--- src/rtl/uart_img_loader_if.sv ---
// UART byte / image buffer / CNN result / UART tx bundle for uart_img_loader.
// master = loader side, slave = UART, buffer and CNN side.
interface uart_img_loader_if #(
  parameter int ADDR_W = 10
);
  logic              rx_rdy;
  logic [7:0]        rx_data;
  logic              clr_rx_rdy;
  logic              wr_en;
  logic [ADDR_W-1:0] wr_addr;
  logic [7:0]        wr_data;
  logic              img_rdy;
  logic              res_vld;
  logic [3:0]        res_digit;
  logic              trmt;
  logic [7:0]        tx_data;
  logic              tx_done;
  logic              frm_err;

  modport master (
    input  rx_rdy, rx_data, res_vld, res_digit, tx_done,
    output clr_rx_rdy, wr_en, wr_addr, wr_data,
    output img_rdy, trmt, tx_data, frm_err
  );

  modport slave (
    output rx_rdy, rx_data, res_vld, res_digit, tx_done,
    input  clr_rx_rdy, wr_en, wr_addr, wr_data,
    input  img_rdy, trmt, tx_data, frm_err
  );
endinterface

--- src/rtl/uart_img_loader.sv ---
// Frame receiver (sync + NUM_PIX pixels) into image buffer, then ASCII result out.
// Ports: clk, rst_n (async low), bus (uart_img_loader_if.master). Macro UART_IMG_CHKSUM_EN adds checksum byte.
module uart_img_loader #(
  parameter int         NUM_PIX   = 784,
  parameter int         ADDR_W    = 10,
  parameter logic [7:0] SYNC_BYTE = 8'hAA
) (
  input  logic              clk,
  input  logic              rst_n,
  uart_img_loader_if.master bus
);
  typedef enum logic [2:0] {
    SYNC,
    LOAD,
`ifdef UART_IMG_CHKSUM_EN
    CHK,
`endif
    WAIT_RES,
    TX,
    TX_WAIT
  } state_t;

  localparam logic [ADDR_W-1:0] LAST = ADDR_W'(NUM_PIX - 1);

  state_t            state_q;
  logic [ADDR_W-1:0] cnt_q;
  logic              wr_en_q;
  logic [ADDR_W-1:0] wr_addr_q;
  logic [7:0]        wr_data_q;
  logic              img_pend_q;
  logic              img_rdy_q;
  logic              trmt_q;
  logic [7:0]        tx_data_q;
  logic              acc;
  logic [7:0]        tx_char_d;

  // Every offered byte is consumed at once, in every state.
  assign acc            = bus.rx_rdy & rst_n;
  assign bus.clr_rx_rdy = acc;
  assign bus.wr_en      = wr_en_q;
  assign bus.wr_addr    = wr_addr_q;
  assign bus.wr_data    = wr_data_q;
  assign bus.img_rdy    = img_rdy_q;
  assign bus.trmt       = trmt_q;
  assign bus.tx_data    = tx_data_q;

  always_comb begin
    tx_char_d = 8'h3F;
    if (bus.res_digit <= 4'd9)
      tx_char_d = 8'h30 + {4'h0, bus.res_digit};
  end

`ifdef UART_IMG_CHKSUM_EN
  logic       frm_err_q;
  logic [7:0] sum_q;
  logic [7:0] sum_d;
  assign sum_d       = sum_q + bus.rx_data;
  assign bus.frm_err = frm_err_q;
`else
  assign bus.frm_err = 1'b0;
`endif

  always_ff @(posedge clk or negedge rst_n) begin
    if (!rst_n) begin
      state_q    <= SYNC;
      cnt_q      <= '0;
      wr_en_q    <= 1'b0;
      wr_addr_q  <= '0;
      wr_data_q  <= '0;
      img_pend_q <= 1'b0;
      img_rdy_q  <= 1'b0;
      trmt_q     <= 1'b0;
      tx_data_q  <= '0;
`ifdef UART_IMG_CHKSUM_EN
      frm_err_q  <= 1'b0;
      sum_q      <= '0;
`endif
    end else begin
      wr_en_q    <= 1'b0;
      trmt_q     <= 1'b0;
      // img_rdy trails the final write strobe by one cycle.
      img_rdy_q  <= img_pend_q;
      img_pend_q <= 1'b0;
      unique case (state_q)
        SYNC: begin
          if (acc && bus.rx_data == SYNC_BYTE) begin
            cnt_q   <= '0;
            state_q <= LOAD;
`ifdef UART_IMG_CHKSUM_EN
            frm_err_q <= 1'b0;
            sum_q     <= '0;
`endif
          end
        end
        LOAD: begin
          if (acc) begin
            wr_en_q   <= 1'b1;
            wr_addr_q <= cnt_q;
            wr_data_q <= bus.rx_data;
`ifdef UART_IMG_CHKSUM_EN
            sum_q     <= sum_d;
`endif
            if (cnt_q == LAST) begin
`ifdef UART_IMG_CHKSUM_EN
              state_q <= CHK;
`else
              img_pend_q <= 1'b1;
              state_q    <= WAIT_RES;
`endif
            end else begin
              cnt_q <= cnt_q + 1'b1;
            end
          end
        end
`ifdef UART_IMG_CHKSUM_EN
        CHK: begin
          if (acc) begin
            if (bus.rx_data == sum_q) begin
              img_rdy_q <= 1'b1;
              state_q   <= WAIT_RES;
            end else begin
              frm_err_q <= 1'b1;
              tx_data_q <= 8'h15;
              trmt_q    <= 1'b1;
              state_q   <= TX;
            end
          end
        end
`endif
        WAIT_RES: begin
          // Result cannot precede img_rdy, so ignore it while still pending.
          if (bus.res_vld && !img_pend_q) begin
            tx_data_q <= tx_char_d;
            trmt_q    <= 1'b1;
            state_q   <= TX;
          end
        end
        // trmt is high during TX; tx_done may still be stale here.
        TX:      state_q <= TX_WAIT;
        TX_WAIT: if (bus.tx_done) state_q <= SYNC;
        default: state_q <= SYNC;
      endcase
    end
  end
endmodule

--- src/flat_wrapper.sv ---
// flat-port wrapper written by rule: the top's interface ports become plain ports
module uart_img_loader_flat 
#(
  parameter int         NUM_PIX   = 784,
  parameter int         ADDR_W    = 10,
  parameter logic [7:0] SYNC_BYTE = 8'hAA
)
  (clk, rst_n, bus_rx_rdy, bus_rx_data, bus_res_vld, bus_res_digit, bus_tx_done, bus_clr_rx_rdy, bus_wr_en, bus_wr_addr, bus_wr_data, bus_img_rdy, bus_trmt, bus_tx_data, bus_frm_err);
  uart_img_loader_if #(.ADDR_W(ADDR_W)) bus_i ();
  input  logic clk;
  input  logic rst_n;
  input wire logic [$bits(bus_i.rx_rdy)-1:0] bus_rx_rdy;
  input wire logic [$bits(bus_i.rx_data)-1:0] bus_rx_data;
  input wire logic [$bits(bus_i.res_vld)-1:0] bus_res_vld;
  input wire logic [$bits(bus_i.res_digit)-1:0] bus_res_digit;
  input wire logic [$bits(bus_i.tx_done)-1:0] bus_tx_done;
  output wire logic [$bits(bus_i.clr_rx_rdy)-1:0] bus_clr_rx_rdy;
  output wire logic [$bits(bus_i.wr_en)-1:0] bus_wr_en;
  output wire logic [$bits(bus_i.wr_addr)-1:0] bus_wr_addr;
  output wire logic [$bits(bus_i.wr_data)-1:0] bus_wr_data;
  output wire logic [$bits(bus_i.img_rdy)-1:0] bus_img_rdy;
  output wire logic [$bits(bus_i.trmt)-1:0] bus_trmt;
  output wire logic [$bits(bus_i.tx_data)-1:0] bus_tx_data;
  output wire logic [$bits(bus_i.frm_err)-1:0] bus_frm_err;
  assign bus_i.rx_rdy = bus_rx_rdy;
  assign bus_i.rx_data = bus_rx_data;
  assign bus_i.res_vld = bus_res_vld;
  assign bus_i.res_digit = bus_res_digit;
  assign bus_i.tx_done = bus_tx_done;
  assign bus_clr_rx_rdy = bus_i.clr_rx_rdy;
  assign bus_wr_en = bus_i.wr_en;
  assign bus_wr_addr = bus_i.wr_addr;
  assign bus_wr_data = bus_i.wr_data;
  assign bus_img_rdy = bus_i.img_rdy;
  assign bus_trmt = bus_i.trmt;
  assign bus_tx_data = bus_i.tx_data;
  assign bus_frm_err = bus_i.frm_err;
  uart_img_loader #(.NUM_PIX(NUM_PIX), .ADDR_W(ADDR_W), .SYNC_BYTE(SYNC_BYTE)) u_core (.clk(clk), .rst_n(rst_n), .bus(bus_i));
endmodule
--- config.mk ---
export PLATFORM = sky130hd
export DESIGN_NAME = uart_img_loader_flat
export DESIGN_NICKNAME = d
export VERILOG_FILES = /design/src/rtl/uart_img_loader_if.sv /design/src/rtl/uart_img_loader.sv /design/src/flat_wrapper.sv
export SDC_FILE = /design/constraint.sdc
export NUM_CORES = 1
export LEC_CHECK = 0
export BUFFER_PORTS_ARGS = -buffer_cell sky130_fd_sc_hd__buf_2
export CORE_MARGIN = 8
export CORE_UTILIZATION = 36
export CTS_CLUSTER_DIAMETER = 200
export DETAILED_ROUTE_END_ITERATION = 10
export PLACE_DENSITY = 0.57
export SETUP_SLACK_MARGIN = 0.02
export SLEW_MARGIN = 20
export SYNTH_ARGS = -nofsm -noshare
export SYNTH_HDL_FRONTEND = slang
export SYNTH_SLANG_ARGS = --single-unit
--- constraint.sdc ---
create_clock -name clk -period 2.8 [get_ports clk]
set_input_delay 0.56 -clock clk [delete_from_list [all_inputs] [get_ports clk]]
set_output_delay 0.56 -clock clk [all_outputs]
set_load 0.02 [all_outputs]
* Yosys cells after proc, flatten, opt, wreduce, memory -nomap -nowiden *
Index checks and enable logic that the tools add are counted.

word-level totals
  input bits = 17
  logic and storage cells = 52
  bits in registers = 43
  output and inout bits = 31

operators by class
  eq/ne operators = 12
  $add $sub $neg = 2
  bitwise logic cells = 1
  $lt $le $gt $ge = 1
  reduce and logical (&&, ||, !) cells = 9
  mux-type cells = 18

operators by type and width
  operator                                             count
  2-to-1 mux 10 bit                                    3
  case mux 10 bit (2 select lines)                     1
  2-to-1 mux 3 bit                                     5
  case mux 3 bit (5 select lines)                      1
  adder 10 x 1 -> 10 bit, second input constant        1
  equality test 10 bit, second input constant          1
  equality test 8 bit, second input constant           1
  2-to-1 mux 8 bit                                     1
  != test 2 x 1 -> 1 bit, second input constant        4
  adder 6 x 4 -> 7 bit, first input constant           1
  2-to-1 mux 1 bit                                     7
  equality test 3 x 2 -> 1 bit, second input constant  2
  AND reduction 5 bit                                  1
  <= comparator 4 bit, second input constant           1
  != test 2 bit, second input constant                 2
  AND reduction 2 bit                                  2
  AND reduction 4 bit                                  1
  equality test 3 x 1 -> 1 bit, second input constant  1
  equality test 3 bit, second input constant           1
  zero test 3 bit                                      1
  logical AND 1 bit                                    2
  nonzero test 2 bit                                   1
  AND 1 bit                                            1
  zero test 1 bit                                      1

* Logic depth before layout (Yosys ltp) *
Gate-level depths: netlist of the first run.

  word-level depth = 4
  mapped depth = 7
  mapped depth without buffers = 5

* Least setup slack after synthesis of the first run *
Ideal clock, no wire load.

  kind = input -> register
  start point = input port bus_res_vld
  end point = register u_core.tx_data_q[3], in the netlist u_core.bus.tx_data[3]
  path buffers = 1
  required time = 2.675 ns
  data arrival time = 1.705 ns
  path slack = 0.971 ns
  stages = 4
  setup time = 0.125 ns
  cells stage by stage = or3b_2 > or3_1 > buf_2 > mux2_2

on the way
  longest elaborated chain between the ends = 2

RTL lines
  what                           line                    source
  from (decl)                    flat_wrapper.sv:14      input wire logic [$bits(bus_i.res_vld)-1:0] bus_res_vld;
  logical AND 1 bit              uart_img_loader.sv:132  if (bus.res_vld && !img_pend_q) begin
  AND reduction 2 bit (no line)  --
  to (signal assigned)           uart_img_loader.sv:133  tx_data_q <= tx_char_d;
  to (decl)                      uart_img_loader.sv:33   logic [7:0] tx_data_q;

Every way passes these cells.
A chain may end at the register's enable or synchronous reset.

* Worst setup path after layout of the first run *
  start point = register u_core.state_q[1]
  end point = register u_core.cnt_q[7]

on the way
  longest elaborated chain between the ends = 3
  elaborated cells on any way between the ends = 8
  classes of those cells = eq/ne (4); mux (1); reduce/logical (3)

RTL lines
  what                                                             line                    source
  from (decl)                                                      uart_img_loader.sv:25   state_t state_q;
  from (signal assigned)                                           uart_img_loader.sv:65   state_q <= SYNC;
  from (signal assigned)                                           uart_img_loader.sv:88   state_q <= LOAD;
  from (signal assigned)                                           uart_img_loader.sv:108  state_q <= WAIT_RES;
  equality test 3 x 1 -> 1 bit or zero test 3 bit (tied branches)  uart_img_loader.sv:84   unique case (state_q)
  != test 2 x 1 -> 1 bit (no line) (tied with other cells)         --
  AND reduction 4 bit (no line)                                    --
  to (signal assigned)                                             uart_img_loader.sv:111  cnt_q <= cnt_q + 1'b1;
  to (decl)                                                        uart_img_loader.sv:26   logic [ADDR_W-1:0] cnt_q;

Several ways; a longest one is shown, not always the timed one.

==> metrics.md, run 1 <==
| Metric | Value |
|---|---|
| Final WL | `4180 um` |
| Class of the most critical setup path | `register to register` |
| Ys Warns | `0` |
| First-pass GRT wire length | `7200 um` |
| Crit path max-delay family | `simple AND/OR/NAND/NOR gates` |
| Max Fanout on Critical Path | `17` |
| Startpoint Class | `register` |
| GP Congestion | `0.786` |
| Ys flop type | `dfrtp_1` |
| Worst-skew pair later-pin latency | `300 ps` |
| RSZ-0062 raised after global routing | `false` |
| GRT Residual Overflow | `0` |
| Placeable Area | `5040 sq um` |
| Post-synthesis sequential area ratio | `0.541` |
| Syn Inst Count | `192` |
| CP peak stage delay | `470 ps` |
| Critical Path RT | `2990 ps` |
| Worst slew pin tran | `629 ps` |
| H-tree depth | `2` |
| DR DRC count | `0` |
| Layout area overhead | `20.0%` |
| Synthesized flop and latch total | `40` |
| Starting DRC count in detailed routing | `78` |
| Min Tclk post-route | `2080 ps` |
| Share of cells above drive strength 1 | `0.278` |
| DP HPWL | `3130 um` |
| DR pass1 iterations | `4` |
| GRT Overall Usage | `0.120` |
| Max Slew Vio Count | `0` |
| Most instantiated cells after synthesis | `63 x nand2_1, 40 x dfrtp_1, 7 x a31oi_1, 7 x nor2_1, 7 x o21ai_0` |
| Critical path arrival | `2270 ps` |
| Initial antenna violation count | `0` |
| CTS Buf Count | `5` |
| TNS Setup | `0 ps` |
| CP Buf/Inv Count | `1` |
| CTS tree | `yes` |
| Final worst path period share | `0.743` |
| Layout Utilization | `0.440` |
| Max rail drop VDD | `0.259 mV` |
| Vias | `1435` |
| Post-route clock skew | `5.32 ps` |
| Worst path cell trace | `nor3b_4, nand2_2, inv_1, a2bb2oi_4, a221o_1` |
| Placement Cell Area | `2110 sq um` |
| Layout Nets | `254` |
| Synth cell types | `45` |
| Async set-reset flop share out of synthesis | `1.00` |
| Final Instance Area | `2220 sq um` |
| Clock Pin Slew Worst Setup and Hold Paths | `90 ps` |
| Post-DRT Antenna Nets | `0` |
| CTS hold repair buffers | `0` |
| Clk sinks | `40` |
| Post-Syn Area per Cell | `9.64 sq um` |
| Final setup viols | `0` |
| Outcome | `finished, final reports clean` |
| Tot Pwr | `1.27 mW` |
| PostCTS Resize Cnt | `0` |
| Die X | `87.7 um` |
| Clock buffer depth | `2` |
| Routed WL per cell | `13.6 um` |
| Critical path's slowest cell | `dfrtp_1` |
| Synth area leader | `dfrtp_1` |
| HP Class | `input port to async pin` |
| Setup Fix Bufs, Post-CTS | `0` |
| Number of global-route vias before repair | `1440` |
| Ant. Diodes | `0` |
| Initial core utilization | `0.367` |
| Die footprint | `7690 sq um` |
| Synth area leaders | `dfrtp_1 54%, nand2_1 13%, a31oi_1 2.4%` |
| Most frequent cell after synthesis | `nand2_1` |
| Vias/cell | `4.67` |
| Crit. End Element | `register` |
| Mapped Area | `1850 sq um` |
| Height of the die | `87.7 um` |
| Max Fclk | `0.481 GHz` |
| I/O pins | `48` |
| Hold Vio Cnt, Final | `0` |
| Post-synth EDFFs | `0` |
| Port buffer count | `44` |
| Root Driver | `clkbuf_8` |
| Max Cap Viol | `0` |
| Max_slew headroom | `0.577` |
| Cell area power density | `573 nW/um^2` |
| P_leak | `1.18 nW` |
| Largest net degree at the start of global routing | `41` |
| Share of the synthesized area in the top cell type | `0.541` |
| Row cnt | `26` |
==> layer usage <==
layer  part of all wire  vias up  GRT usage  routed length, um
met1               0.48      644      0.161               2020
met3              0.092        6     0.0432                383
met5                  0        -          0                  0
li1                   -      734          -                  -
met2               0.41       51      0.174               1720
met4              0.013        0     0.0422                 53
==> cell families (layout without fill, tap and decap cells) <==
group | count (synthesis) | count (layout) | synth area share
AND/OR/NAND/NOR | 99 | 99 | 0.256
flip-flops | 40 | 40 | 0.541
AO/OA/AOI/OAI | 31 | 31 | 0.122
buffers and inverters | 17 | 60 | 0.0568
multiplexers | 2 | 2 | 0.0115
adder cells (fa/ha/maj) | 1 | 1 | 0.00676
other | 1 | 3 | 0.00203
XOR/XNOR | 1 | 1 | 0.00473
==> sequential cells by signal, summed over array words and instances (netlist names) <==
name                flops
u_core.state_q          3
u_core.cnt_q           10
u_core.bus.wr_addr     10
u_core.bus.wr_en        1
u_core.bus.trmt         1
u_core.bus.wr_data      8
u_core.bus.tx_data      5
u_core.img_pend_q       1
u_core.bus.img_rdy      1
==> placed cells by master (no fill, tap or decap), types with 2 or more instances in the layout <==
cell / Yosys / routed
nand3_1: 4 / 4
o21ai_0: 7 / 7
nor2_1: 7 / 7
a21oi_1: 4 / 4
nand4_1: 2 / 2
inv_1: 4 / 4
a211o_1: 2 / 2
buf_2: 3 / 44
dfrtp_1: 40 / 40
or3_1: 2 / 2
nand2b_1: 2 / 2
conb_1: 1 / 3
nor3_1: 3 / 3
buf_4: 4 / 4
nor4bb_1: 2 / 2
clkbuf_8: 0 / 5
and3_1: 2 / 2
nand2_1: 63 / 63
nand3b_1: 2 / 2
a31oi_1: 7 / 7
o22ai_1: 2 / 2
==> final timing paths <==
check / endpoint / depth (start not counted) / startpoint / slack (ps)
worst max-delay path: u_core.cnt_q[7]$_DFFE_PN0P_ / 5 / u_core.state_q[1]$_DFFE_PN0P_ / 720
worst min-delay path: u_core.state_q[2]$_DFFE_PN0P_ / 2 / rst_n / 320
worst max register to register: u_core.cnt_q[7]$_DFFE_PN0P_ / 5 / u_core.state_q[1]$_DFFE_PN0P_ / 720
worst min register to register: u_core.bus.img_rdy$_DFF_PN0_ / 0 / u_core.img_pend_q$_DFF_PN0_ / 380
max in group asynchronous: u_core.cnt_q[5]$_DFFE_PN0P_ / 2 / rst_n / 2110
min in group clk: u_core.bus.img_rdy$_DFF_PN0_ / 0 / u_core.img_pend_q$_DFF_PN0_ / 380
==> layout make-up <==
class / count / area, sq um
tap: 70 / 87.6
sequential: 40 / 1000
clock inverter: 3 / 46.3
multi-input combinational: 137 / 752
clock buffer: 5 / 68.8
fill: 503 / 2820
inverter: 4 / 15.0
timing repair buffer: 48 / 250
==> through the flow <==
step / hold WS [ps] / setup WS, ps / instances
floorplan: 264 / 971 / 194
global placement: 354 / 599 / 299
detailed placement: 360 / 580 / 299
CTS: 344 / 693 / 307
global route: 367 / 566 / 307
finish: 324 / 720 / 307
==> power breakdown <==
group | switching [mW] | leakage, nW | internal (mW)
logic | 0.0960 | 0.588 | 0.0539
registers | 0.0244 | 0.540 | 0.610
clock network | 0.219 | 0.0548 | 0.269
==> worst reg2reg max path, delay by kind of cell, from the launching register on <==
kind / cells / cell delay, ps
compound gates: 2 / 470
buf+inv: 1 / 450
flops: 1 / 470
simple gates: 2 / 590
Note: power is estimated with default switching activity, not from simulation.
==> run 2, diff against run 1 <==
==> constraint.sdc (replaced) <==
create_clock -name clk -period 2.1 [get_ports clk]
set_input_delay 0.42 -clock clk [delete_from_list [all_inputs] [get_ports clk]]
set_output_delay 0.42 -clock clk [all_outputs]
set_load 0.02 [all_outputs]
==> run 2 against run 1 <==
Hold slack worse by 120 ps. Clock skew is 3.9 ps higher. Maximum frequency is 8.3% higher. Combinational power is 41% higher. Die area stayed put. Power is 21% higher. Register-to-register slack worse by 540 ps. Non-clock buffer count is 3 higher. Routed wire length is 2.6% higher. Global-route usage is 0.093 points higher. Critical endpoint is now u_core.bus.tx_data[3]$_DFFE_PN0P_.
==> metrics.md, run 2 (same netlist as run 1, synthesis figures left out) <==
| Metric | Value |
|---|---|
| Number of global-route vias before repair | `1499 (+4.1%)` |
| Fin worst setup slack | `179 ps (-541 ps)` |
| Crit Reg-Reg Startpoint | `u_core.state_q[0]$_DFFE_PN0P_` |
| HP Class | `input port to async pin` |
| H-tree depth | `2 (unchanged)` |
| Layout fillers | `517 (+2.8%)` |
| I/O pins | `48 (unchanged)` |
| Final WL | `4290 um (+2.6%)` |
| Post-DRT Antenna Nets | `0 (unchanged)` |
| Tot Pwr | `1.54 mW (+21%)` |
| P_leak | `1.18 nW (+0.12%)` |
| Startpoint Class | `register` |
| PostCTS Resize Cnt | `0 (unchanged)` |
| Hold Vio Cnt, Final | `0 (unchanged)` |
| Starting DRC count in detailed routing | `81 (+3.8%)` |
| Largest net degree at the start of global routing | `41 (unchanged)` |
| Max Fanout on Critical Path | `11 (-6)` |
| CTS tree | `yes` |
| Crit. End Element | `register` |
| Layout area overhead | `19.4%` |
| DR pass1 iterations | `4 (unchanged)` |
| Placeable Area | `5040 sq um (unchanged)` |
| Final setup viols | `0 (unchanged)` |
| RSZ-0062 raised after global routing | `false` |
| Footprint of the multi-input gates | `752 sq um (unchanged)` |
| Critical path arrival | `2100 ps (-170 ps)` |
| Final worst path period share | `0.915 (+0.172)` |
| Worst-skew pair later-pin latency | `290 ps (about the same)` |
| GRT Residual Overflow | `0 (unchanged)` |
| Cell area power density | `699 nW/um^2 (+22%)` |
| Commonest non-fill, non-tap cell in the layout | `nand2_1` |
| Class of the most critical setup path | `register to register` |
| CTS hold repair buffers | `0 (unchanged)` |
| GR peak layer | `met2` |
| Max Cap Viol | `0 (unchanged)` |
| R2R setup slack | `180 ps (-540 ps)` |
| Clock buffer depth | `2 (unchanged)` |
| Storage element area | `1000 sq um (unchanged)` |
| Post-Place Cells | `302 (+1.0%)` |
| Die X | `87.7 um (unchanged)` |
| Height of the die | `87.7 um (unchanged)` |
| Ant. Diodes | `0 (unchanged)` |
| Worst slew pin tran | `597 ps (-32.0 ps)` |
| Non-filler cells, final | `309 (+0.65%)` |
| Met2 usage | `0.176 (+0.00207)` |
| Clk sinks | `40 (unchanged)` |
| Outcome | `finished, final reports clean` |
| Vias | `1489 (+3.8%)` |
| Highest-count cells in the layout ignoring fill and taps | `63 x nand2_1, 44 x buf_2, 40 x dfrtp_1` |
| DR DRC count | `0 (unchanged)` |
| Port buffer count | `44 (unchanged)` |
| First-pass GRT wire length | `7200 um (about the same)` |
| GRT Overall Usage | `0.121 (+0.000931)` |
| Routed WL per cell | `13.9 um (+2.0%)` |
| Met1 track utilization from global routing | `0.153 (-0.00792)` |
| Placement Cell Area | `2130 sq um (+1.1%)` |
| Clock Pin Slew Worst Setup and Hold Paths | `80 ps (about the same)` |
| R2R cell count | `3 (-2)` |
| Initial antenna violation count | `0 (unchanged)` |
| Post-route clock skew | `9.17 ps (+3.85 ps)` |
| Layout Nets | `257 (+1.2%)` |
| GP Congestion | `0.800 (+1.8%)` |
| GRT met3 Usage | `0.0460 (+0.00281)` |
| Setup Fix Bufs, Post-CTS | `0 (unchanged)` |
| Max Fclk | `0.520 GHz (+8.3%)` |
| Share of cells above drive strength 1 | `0.285 (+0.00604)` |
| R2R Path End | `u_core.bus.tx_data[3]$_DFFE_PN0P_` |
| Max_slew headroom | `0.602 (+0.0246)` |
| Row cnt | `26 (unchanged)` |
| Min Tclk post-route | `1920 ps (-159 ps)` |
| Root Driver | `clkbuf_8` |
| Max rail drop VDD | `0.205 mV (-21%)` |
| Critical Path RT | `2280 ps (-710 ps)` |
| Final Instance Area | `2210 sq um (-0.51%)` |
| CTS Buf Count | `5 (unchanged)` |
| Vias/cell | `4.82 (+3.1%)` |
| Place WS | `-26.9 ps (-607 ps)` |
| Max Slew Vio Count | `0 (unchanged)` |
| DP HPWL | `3100 um (-0.96%)` |
| Die footprint | `7690 sq um (unchanged)` |
| Initial core utilization | `0.367 (unchanged)` |
==> run 2: cell count changes in the layout (fill, tap and decap cells not counted), sizes merged <==
| cell | previous run | this run |
|---|---|---|
| bufinv | 1 | 0 |
| clkinv | 0 | 1 |
| buf | 48 | 51 |
| inv | 5 | 4 |
==> run 2: layout make-up <==
type / instances / area share
Multi-Input combinational cell: 137 / 0.340
Clock inverter: 2 / 0.00566
Inverter: 4 / 0.00680
Clock buffer: 5 / 0.0311
Timing Repair Buffer: 51 / 0.123
Sequential cell: 40 / 0.453
Tap cell: 70 / 0.0396
==> run 2: how the worst max path moves through the flow <==
stage                                  startpoint                           endpoint  slack, ps  cells after the start
detailed placement                 bus_rx_data[4]        u_core.cnt_q[6]$_DFFE_PN0P_        -30                      5
CTS                 u_core.state_q[0]$_DFFE_PN0P_  u_core.bus.tx_data[3]$_DFFE_PN0P_        170                      3
finish              u_core.state_q[0]$_DFFE_PN0P_  u_core.bus.tx_data[3]$_DFFE_PN0P_        180                      3
global placement                   bus_rx_data[4]        u_core.cnt_q[8]$_DFFE_PN0P_         -7                      5
global route        u_core.state_q[0]$_DFFE_PN0P_        u_core.cnt_q[8]$_DFFE_PN0P_         30                      6
floorplan                             bus_res_vld  u_core.bus.tx_data[3]$_DFFE_PN0P_        410                      4
==> run 2: through the flow <==
| stage | hold slack (ps) | utilization | TNS [ps] |
|---|---|---|---|
| 2_1_floorplan | 124 | - | 0 |
| 3_3_place_gp | 382 | 0.422 | -12.8 |
| 3_5_place_dp | 364 | 0.422 | -73.2 |
| 4_1_cts | 221 | 0.438 | 0 |
| 5_1_grt | 251 | 0.438 | 0 |
| 6_report | 199 | 0.438 | 0 |
==> run 2: layer usage <==
layer	wire length [um]	up-vias
met1	2110	697
met2	1780	48
met3	344	7
met4	59	0
met5	0	-
li1	-	737
==> run 2: where the power goes <==
part / switching [mW] / internal (mW)
combinational: 0.136 / 0.0768
clock: 0.267 / 0.225
sequential: 0.0254 / 0.814
total: 0.428 / 1.12
==> run 2: critical path, stage by stage, from the launching register on <==
cell and delay, ps:
dfrtp_1 500, or3b_2 520, or3_1 470, mux2_2 320
==> run 3, diff against run 2 <==
--- a/config.mk
+++ b/config.mk
@@ -6,6 +6,7 @@
 export NUM_CORES = 1
 export LEC_CHECK = 0
 export BUFFER_PORTS_ARGS = -buffer_cell sky130_fd_sc_hd__buf_2
+export CORE_ASPECT_RATIO = 0.8
 export CORE_MARGIN = 8
 export CORE_UTILIZATION = 36
 export CTS_CLUSTER_DIAMETER = 200
==> constraint.sdc (replaced) <==
create_clock -name clk -period 2.1 [get_ports clk]
set_input_delay 0.42 -clock clk [delete_from_list [all_inputs] [get_ports clk]]
set_output_delay 0.42 -clock clk [all_outputs]
set_load 0.005 [all_outputs]
==> run 3 against run 2 <==
Largest power group unchanged. Utilization is 1.5 points higher. Critical endpoint is now u_core.cnt_q[6]$_DFFE_PN0P_. Count of clock-buffer cells in the layout stayed put. Register-to-register slack better by 30 ps.
==> metrics.md, run 3 (same netlist as run 1, synthesis figures left out) <==
| Metric | Value |
|---|---|
| Outcome | `finished, final reports clean` |
| Layout fillers | `506 (-2.1%)` |
| Layout Nets | `260 (+1.2%)` |
| P_leak | `1.22 nW (+2.6%)` |
| R2R setup slack | `210 ps (+30 ps)` |
| CTS hold repair buffers | `0 (unchanged)` |
| Post-Place Cells | `297 (-1.7%)` |
| Startpoint Class | `register` |
| First-pass GRT wire length | `7260 um (+0.86%)` |
| Layout area overhead | `21.9%` |
| Final Instance Area | `2260 sq um (+2.1%)` |
| GP Congestion | `0.811 (+1.4%)` |
| Worst-skew pair later-pin latency | `300 ps (about the same)` |
| Max Fclk | `0.528 GHz (+1.4%)` |
| CTS Buf Count | `5 (unchanged)` |
| Root Driver | `clkbuf_8` |
| DP HPWL | `3180 um (+2.6%)` |
| Placeable Area | `4980 sq um (-1.3%)` |
| Net Sw Power | `0.409 mW (-4.6%)` |
| Combinational power share | `0.093 (-0.045)` |
| GRT Overall Usage | `0.121 (-0.000284)` |
| Row cnt | `23 (-12%)` |
| Max Cap Viol | `0 (unchanged)` |
| Vias | `1509 (+1.3%)` |
| Initial antenna violation count | `0 (unchanged)` |
| Max Slew Vio Count | `0 (unchanged)` |
| Die footprint | `7700 sq um (+0.19%)` |
| Final setup viols | `0 (unchanged)` |
| H-tree depth | `2 (unchanged)` |
| Port buffer count | `44 (unchanged)` |
| PostCTS Resize Cnt | `0 (unchanged)` |
| Final worst path period share | `0.902 (-0.0131)` |
| DR DRC count | `0 (unchanged)` |
| Critical path arrival | `2050 ps (-50 ps)` |
| I/O pins | `48 (unchanged)` |
| Crit. End Element | `register` |
| Clk sinks | `40 (unchanged)` |
| Post-DRT Antenna Nets | `0 (unchanged)` |
| Max rail drop VDD | `0.280 mV (+37%)` |
| Worst slew pin tran | `617 ps (+20.1 ps)` |
| RSZ-0062 raised after global routing | `false` |
| TNS Setup | `0 ps (unchanged)` |
| Vias/cell | `4.95 (+2.7%)` |
| Routed WL per cell | `14.4 um (+4.0%)` |
| Highest-count cells in the layout ignoring fill and taps | `63 x nand2_1, 44 x buf_2, 40 x dfrtp_1, 10 x buf_4` |
| Largest net degree at the start of global routing | `41 (unchanged)` |
| Share of cells above drive strength 1 | `0.296 (+0.0118)` |
| Class of the most critical setup path | `register to register` |
| Place WS | `85.7 ps (+113 ps)` |
| Clock group share of total power | `0.397 (+0.078)` |
| Clock buffer depth | `2 (unchanged)` |
| Number of global-route vias before repair | `1507 (+0.53%)` |
| Tot Pwr | `1.65 mW (+7.0%)` |
| Clock Pin Slew Worst Setup and Hold Paths | `90 ps (about the same)` |
| R2R cell count | `6 (+3)` |
| Max_slew headroom | `0.589 (-0.0134)` |
| GRT Residual Overflow | `0 (unchanged)` |
| Layout Utilization | `0.453 (+0.0149)` |
| Fin worst setup slack | `206 ps (+27.4 ps)` |
| Initial core utilization | `0.372 (+0.00470)` |
| Commonest non-fill, non-tap cell in the layout | `nand2_1` |
| DR pass1 iterations | `4 (unchanged)` |
| Die X | `96.2 um (+9.7%)` |
| HP Class | `input port to async pin` |
| Post-route clock skew | `6.07 ps (-3.09 ps)` |
| Ant. Diodes | `0 (unchanged)` |
| Non-filler cells, final | `305 (-1.3%)` |
| Hold Slack | `196 ps (-2.63 ps)` |
| Cell area power density | `733 nW/um^2 (+4.8%)` |
| Min Tclk post-route | `1890 ps (-27.4 ps)` |
| Placement Cell Area | `2140 sq um (+0.59%)` |
| Crit Reg-Reg Startpoint | `u_core.cnt_q[0]$_DFFE_PN0P_` |
| Sequential power share | `0.510 (-0.034)` |
| Max Fanout on Critical Path | `6 (-5)` |
| Switch share | `0.247 (-0.0301)` |
| Critical Path RT | `2260 ps (-20 ps)` |
| Starting DRC count in detailed routing | `64 (-21%)` |
| CTS tree | `yes` |
| Final WL | `4400 um (+2.6%)` |
| Hold Vio Cnt, Final | `0 (unchanged)` |
| Height of the die | `80.1 um (-8.6%)` |
| R2R Path End | `u_core.cnt_q[6]$_DFFE_PN0P_` |
| Int Pwr | `1.24 mW (+12%)` |
| Setup Fix Bufs, Post-CTS | `0 (unchanged)` |
[run 3: layer usage]
| metal | routed length (um) | GRT usage |
|---|---|---|
| met5 | 0 | 0 |
| met4 | 89 | 0.0551 |
| met3 | 388 | 0.0391 |
| met2 | 1940 | 0.181 |
| met1 | 1990 | 0.154 |
[run 3: final cells by class]
type / instances / area (sq um) / area share
well taps: 62 / 77.6 / 0.0344
inverters: 4 / 15.0 / 0.00666
repair buffers: 54 / 295 / 0.131
multi-input cells: 137 / 752 / 0.333
clock inverters: 3 / 46.3 / 0.0205
clock buffers: 5 / 68.8 / 0.0305
flip-flops and latches: 40 / 1000 / 0.444
[run 3: how the worst max path moves through the flow]
stage / from / end / slack [ps]
floorplan: bus_res_vld / u_core.bus.tx_data[3]$_DFFE_PN0P_ / 410
global placement: bus_rx_data[4] / u_core.cnt_q[5]$_DFFE_PN0P_ / 100
detailed placement: bus_rx_data[4] / u_core.cnt_q[2]$_DFFE_PN0P_ / 90
CTS: u_core.state_q[0]$_DFFE_PN0P_ / u_core.cnt_q[2]$_DFFE_PN0P_ / 240
global route: u_core.state_q[0]$_DFFE_PN0P_ / u_core.cnt_q[8]$_DFFE_PN0P_ / 80
finish: u_core.cnt_q[0]$_DFFE_PN0P_ / u_core.cnt_q[6]$_DFFE_PN0P_ / 210
[run 3: critical path, cell delays in order, from the launching register on]
cell and delay, ps:
dfrtp_1 450, ha_1 270, nand4b_1 150, nor3_1 80
buf_4 140, o22ai_1 480, a31oi_1 160
[run 3: power by group through the flow]
| stage | sequential [mW] | combinational, mW | clock, mW |
|---|---|---|---|
| 3_5_place_dp | 0.860 | 0.158 | 0 |
| 4_1_cts | 0.844 | 0.159 | 0.677 |
| 6_report | 0.844 | 0.154 | 0.656 |
| 3_3_place_gp | 0.858 | 0.156 | 0 |
| 5_1_grt | 0.852 | 0.177 | 0.705 |
| 2_1_floorplan | 0.861 | 0.0703 | 0 |
